===== config.mk =====
export PLATFORM = sky130hd
export DESIGN_NAME = stream_mux_rr
export DESIGN_NICKNAME = d
export VERILOG_FILES = /design/src/rtl/stream_mux_rr.sv
export SDC_FILE = /design/constraint.sdc
export NUM_CORES = 1
export LEC_CHECK = 0
export ABC_AREA = 1
export BUFFER_PORTS_ARGS = -buffer_cell sky130_fd_sc_hd__buf_2
export CORE_MARGIN = 2
export CORE_UTILIZATION = 45
export CTS_BUF_LIST = sky130_fd_sc_hd__clkbuf_4 sky130_fd_sc_hd__clkbuf_8
export DETAILED_ROUTE_END_ITERATION = 8
export GPL_TIMING_DRIVEN = 0
export HOLD_SLACK_MARGIN = 0.12
export PLACE_DENSITY = 0.83
export SETUP_SLACK_MARGIN = 0.3
export SYNTH_ARGS = -nofsm -noshare
export SYNTH_HDL_FRONTEND = slang
export SYNTH_SLANG_ARGS = --single-unit

===== constraint.sdc =====
create_clock -name clk -period 3.2 [get_ports clk]
set_clock_uncertainty 0.15 [all_clocks]
set_input_delay 0.32 -clock clk [delete_from_list [all_inputs] [get_ports clk]]
set_output_delay 0.32 -clock clk [all_outputs]
set_load 0.1 [all_outputs]

===== src/rtl/stream_mux_rr.sv =====
// Registered stream multiplexer with fixed-select and round-robin arbitration.
// One output register holds each word. It accepts a new word in the same cycle the held one drains.
module stream_mux_rr #(
   parameter int WIDTH    = 16,
   parameter int CHANNELS = 4,
   localparam int SEL_W   = (CHANNELS > 1) ? $clog2(CHANNELS) : 1
) (
   input  logic                      clk,
   input  logic                      rst_n,
   input  logic                      mode,
   input  logic [SEL_W-1:0]          sel,
   input  logic [CHANNELS-1:0]       in_valid,
   input  logic [CHANNELS*WIDTH-1:0] in_data,
   output logic [CHANNELS-1:0]       in_ready,
   output logic                      out_valid,
   output logic [WIDTH-1:0]          out_data,
   output logic [SEL_W-1:0]          out_chan,
   input  logic                      out_ready
);

   logic                outValid_q, outValid_d;
   logic [WIDTH-1:0]    outData_q, outData_d;
   logic [SEL_W-1:0]    outChan_q, outChan_d;
   logic [SEL_W-1:0]    ptr_q, ptr_d;

   logic                space;
   logic                grantValid;
   logic [SEL_W-1:0]    grantIdx;
   logic [SEL_W-1:0]    cand;
   logic [WIDTH-1:0]    grantData;
   logic                inFire;
   logic                outFire;

   assign space   = !outValid_q || out_ready;
   assign outFire = outValid_q && out_ready;

   // Search runs from the farthest candidate down to ptr+1, so the last hit is the nearest one
   always_comb begin
      grantValid = 1'b0;
      grantIdx   = '0;
      cand       = '0;
      if (!mode) begin
         if (int'(sel) < CHANNELS) begin
            grantValid = 1'b1;
            grantIdx   = sel;
         end
      end else begin
         for (int k = CHANNELS; k >= 1; k--) begin
            cand = SEL_W'((int'(ptr_q) + k) % CHANNELS);
            if (in_valid[cand]) begin
               grantValid = 1'b1;
               grantIdx   = cand;
            end
         end
      end
   end

   always_comb begin
      in_ready  = '0;
      grantData = '0;
      for (int i = 0; i < CHANNELS; i++) begin
         if (grantValid && (grantIdx == SEL_W'(i))) begin
            in_ready[i] = rst_n && space;
            grantData   = in_data[i*WIDTH +: WIDTH];
         end
      end
   end

   assign inFire = |(in_valid & in_ready);

   always_comb begin
      outValid_d = outValid_q;
      outData_d  = outData_q;
      outChan_d  = outChan_q;
      ptr_d      = ptr_q;
      if (inFire) begin
         outValid_d = 1'b1;
         outData_d  = grantData;
         outChan_d  = grantIdx;
         if (mode) begin
            ptr_d = grantIdx;
         end
      end else if (outFire) begin
         outValid_d = 1'b0;
      end
   end

   // The pointer starts on the last channel so that channel 0 wins first after reset
   always_ff @(posedge clk or negedge rst_n) begin
      if (!rst_n) begin
         outValid_q <= 1'b0;
         outData_q  <= '0;
         outChan_q  <= '0;
         ptr_q      <= SEL_W'(CHANNELS - 1);
      end else begin
         outValid_q <= outValid_d;
         outData_q  <= outData_d;
         outChan_q  <= outChan_d;
         ptr_q      <= ptr_d;
      end
   end

   assign out_valid = outValid_q;
   assign out_data  = outData_q;
   assign out_chan  = outChan_q;

endmodule

---- Yosys cells after proc, flatten, opt, wreduce, memory -nomap -nowiden ----
Cells that the tools add are included.
cells by class
  add/subtract/negate cells ............... 4
  magnitude comparators ................... 4
  equality and inequality tests ........... 3
  multiplexer cells ....................... 28
  bitwise logic cells ..................... 1
  reductions and logical operators ........ 12
operators with widths
  operator               count
  $mux W16               4
  $mux W1                15
  $lt A2 B3 Y1 const B   4
  $mux W2                5
  $bmux W1 S2            4
  $logic_and A1 B1 Y1    6
  $add A2 B1 Y2 const B  2
  $add A2 B2 Y2 const B  2
  $and A4 B4 Y4          1
  $eq A2 B2 Y1 const B   2
  $reduce_or A4 Y1       1
  $eq A2 B1 Y1 const B   1
  $logic_not A2 Y1       1
  $reduce_and A2 Y1      1
  $reduce_bool A2 Y1     1
  $logic_not A1 Y1       1
  $logic_or A1 B1 Y1     1
storage, ports and cells
  register bits after elaboration ......... 21
  input port bits ......................... 74
  output and inout bits ................... 23
  logic and storage cells ................. 56

---- Depth between registers and ports, before layout ----
  depth in word-level cells ............... 14
  mapped depth ............................ 20
  depth with buffers taken out ............ 18

---- Worst setup path before layout ----
Ideal clock, no wire load.
  kind .................................... reg-to-output
  from .................................... register ptr_q[0]
  to ...................................... output port in_ready[1]
  arrival time ............................ 3.645 ns
  path slack .............................. -0.915 ns
  stages on the path, launching flop included .. 14
  path buffers ............................ 3
  path through ............................ dfstp_2 > buf_6 > inv_4 > nand2_1 > nand2_2 > nand2_2 > nand2_1 > inv_2 > nand3_1 > nand3_2 > nand2_4 > buf_2 > buf_2 > nor3_1
between the ends
  cells in the longest elaborated chain, start to end .. 11
  elaborated cells between the ends (all ways) .. 25
  classes of those cells .................. add/sub: 4; eq/ne: 1; mux: 19; reduce/logical: 1
ends and longest elaborated chain
  what                           line  text
  start, declared                24    logic [SEL_W-1:0] ptr_q, ptr_d;
  start signal, assigned         94    ptr_q <= SEL_W'(CHANNELS - 1);
  start signal, assigned         99    ptr_q <= ptr_d;
  $add A2 B1 Y2                  49    cand = SEL_W'((int'(ptr_q) + k) % CHANNELS);
  $bmux W1 S2                    50    if (in_valid[cand]) begin
  $mux W1 (implied by the code)  50
  $mux W2 (4 in a row)           50
  $mux W2                        42    if (!mode) begin
  $eq A2 B1 Y1                   62    if (grantValid && (grantIdx == SEL_W'(i))) begin
  $logic_and A1 B1 Y1 (*)        62
  $mux W1 (*)                    62
  end, declared                  14    output logic [CHANNELS-1:0] in_ready,
Mark *: on every way between the ends. The rest lies on a longest branch, timed or not. The select of a mux whose other input is x is not followed.

---- Worst setup path after layout ----
Ends and elaborated chain as after synthesis.

==> results.ini <==
[final_layout]
fillerInstances = 310
diodes = 0
syn_to_final_growth_pct = 50.3
multi_input_area_um2 = 986
drive_above_1_share = 0.430
seqCellArea_um2 = 528
final_nets = 438

[pwr]
swShare = 0.635
intPower_uw = 1020
seqPwrFrac = 0.165
peakVddDrop_v = 0.000468
pwr-share-clk = 0.043
leakagePower_uw = 0.00137
finalPower_uw = 2810
p_sw_uw = 1780
p_comb_frac = 0.793
power_per_cell_area_nw_per_um2 = 1170

[global_routing]
antenna_found_initial = 0
grt.total_usage = 0.233
grt_pass1_vias = 1725
gr-total-overflow = 0
grt_max_degree = 20
grt_pass1_wl_mm = 7.65

[sta]
setup_violations = 0
period_needed_ns = 2.81
clock.fmax_ghz = 0.356
maxSlewHeadroom = 0.418
rsz0062_at_grt = no
finalSetupTns_ns = 0
hold_viol_final = 0
slew_violations = 0
finalCritPeriodShare = 0.879
worstMarginPinSlew_ns = 0.863

[synthesis]
ys_top_cells_by_area = nand2_1 (31%), dfrtp_1 (30%), nand3_1 (7.5%)
ys_async_sr_fraction = 1.00
synth_top_area_cell = nand2_1
yosysMostFrequentCell = nand2_1
yosys_warnings = 0
synth-seq-cells = 21
syn_area_per_cell_um2 = 6.35
synthTopCellsByCount = nand2_1 (132), nand3_1 (24), dfrtp_1 (19)
synth_edf_count = 0
syn_inst = 252
ys.flop_type = dfrtp_1
synth_top_area_frac = 0.310
ys_seq_area_frac = 0.330
syn_nets = 326
synth_cell_types = 21
syn_area_um2 = 1600

[cts]
clock-root-buffer = clkbuf_4
cts_tree = yes
clk_path_buf_depth = 2
path_clk_slew_ns = 0.11
cts_buffers = 3
htree_levels = 1
clk_latency_ns = 0.29
cts_sinks = 21

[run_status]
status = completed

[setup_path]
arrival_ns = 2.34
path_max_fanout = 7
end_kind = output port
worstSetupStartpointType = flop
worstSetupPathType = flop to output port
startpoint = ptr_q[0]
cp.required_ns = 2.73
worstReg2RegStart = ptr_q[0]

[floorplan]
dieArea_um2 = 4050
die_w_um = 63.6
core_um2 = 3360
io_pins = 97
rows = 21
initial_core_util = 0.476
die_y_um = 63.6

[drt]
dr.pass1.iters = 4
drc_errors = 0
vias = 2041
wl_met2_mm = 2.31
dr_wl_met3_um = 387
avgRoutedWirePerCell_um = 12.0
drt_iter0_drc = 189
routed_wl_mm = 4.90
wl_met1_mm = 2.12
highest_layer = met4
vias_per_cell = 4.99
detail-route-antenna-nets = 0

[hold_path]
hp-class = primary input to flop
hp-start = mode

[flow_run]
drv_cap = 0

[placement]
dpl.hpwl_mm = 3.79
gp_congestion = 0.902
numPortBuffers = 95

## cells by family after synthesis
| family | count (synthesis) | share of synthesized area |
|---|---|---|
| simple gates | 194 | 0.546 |
| buf+inv | 32 | 0.104 |
| flops | 21 | 0.330 |
| compound gates | 5 | 0.0203 |
## flip-flops by register name (all words and copies together) (netlist names)
register   flops
out_data      16
out_chan       2
ptr_q          2
out_valid      1
## power groups by stage
stage	clock, µW	combinational, µW	sequential [µW]
5_1_grt	138	2380	478
3_3_place_gp	0	1980	462
3_5_place_dp	0	2010	463
4_1_cts	122	2060	459
2_1_floorplan	0	878	1230
6_report	119	2230	463
## worst max-delay path, stage by stage, from the launching register on
cell     delay, ns
dfstp_2       0.56
buf_6         0.13
inv_6         0.05
nand2_2       0.07
nand2_2       0.07
nand2_1       0.10
nand2_1       0.07
inv_2         0.07
nand3_2       0.08
nand3_2       0.08
nand2_4       0.08
buf_6         0.14
buf_8         0.13
nor3_4        0.19
buf_12        0.20
## layout by cell type (no fill, tap or decap)
cell type,n
nand3_2,7
nand2_2,12
inv_1,15
clkbuf_4,5
dlygate4sd3_1,3
nor2_4,3
inv_4,1
buf_4,10
nor3_4,2
dfrtp_1,19
o21ai_4,1
clkinv_2,1
buf_8,1
buf_6,7
buf_12,2
nand2_4,3
o21ai_0,2
dfstp_2,2
inv_2,3
buf_2,93
nor2_2,1
nand2_1,121
nor2_1,6
o21ai_2,1
nand3_1,21
o21ai_1,1
nand4_1,18
inv_6,1
clkbuf_1,1
## per-stage QoR
| stage | utilization | cell area [µm²] | hold slack (ns) | cells | worst slack (ns) |
|---|---|---|---|---|---|
| CTS | 0.673 | 2260 | 0.183 | 401 | 0.305 |
| global placement | 0.641 | 2160 | 0.139 | 393 | 0.415 |
| global route | 0.715 | 2400 | 0.192 | 409 | 0.265 |
| detailed placement | 0.641 | 2160 | 0.138 | 393 | 0.378 |
| floorplan | - | 1620 | -0.126 | 252 | 0.344 |
| finish | 0.715 | 2400 | 0.188 | 409 | 0.388 |
## final timing paths
check / slack (ns) / depth (start not counted) / endpoint
max: 0.39 / 14 / in_ready[1]
min: 0.19 / 3 / ptr_q[1]
max reg2reg: 0.51 / 20 / out_data[5]
min reg2reg: 0.33 / 2 / out_data[9]
max in group asynchronous: 1.31 / 3 / out_data[13]
min in group asynchronous: 0.39 / 2 / ptr_q[0]
## layout make-up
class,count,share of cell area
timing repair buffer,107,0.253
tap,46,0.0239
sequential,21,0.220
buffer,12,0.0479
multi-input combinational,199,0.410
clock buffer,3,0.00937
inverter,20,0.0343
clock inverter,1,0.00208
## repair_timing
action                     in CTS  in global routing
pin swaps                       1                  8
hold buffers                    3                  0
gates resized for setup        12                 26
hold endpoints to repair       20                  0
cloned                          0                  1
setup endpoints to repair       2                  4
buffers inserted                1                  7
## metal layers
layer  global-route usage  up-vias
li1                     -     1024
met1                0.340      903
met2                0.375      104
met3               0.0268       10
met4               0.0408        0
met5                    0        -
Note: power is estimated with default switching activity, not from simulation.
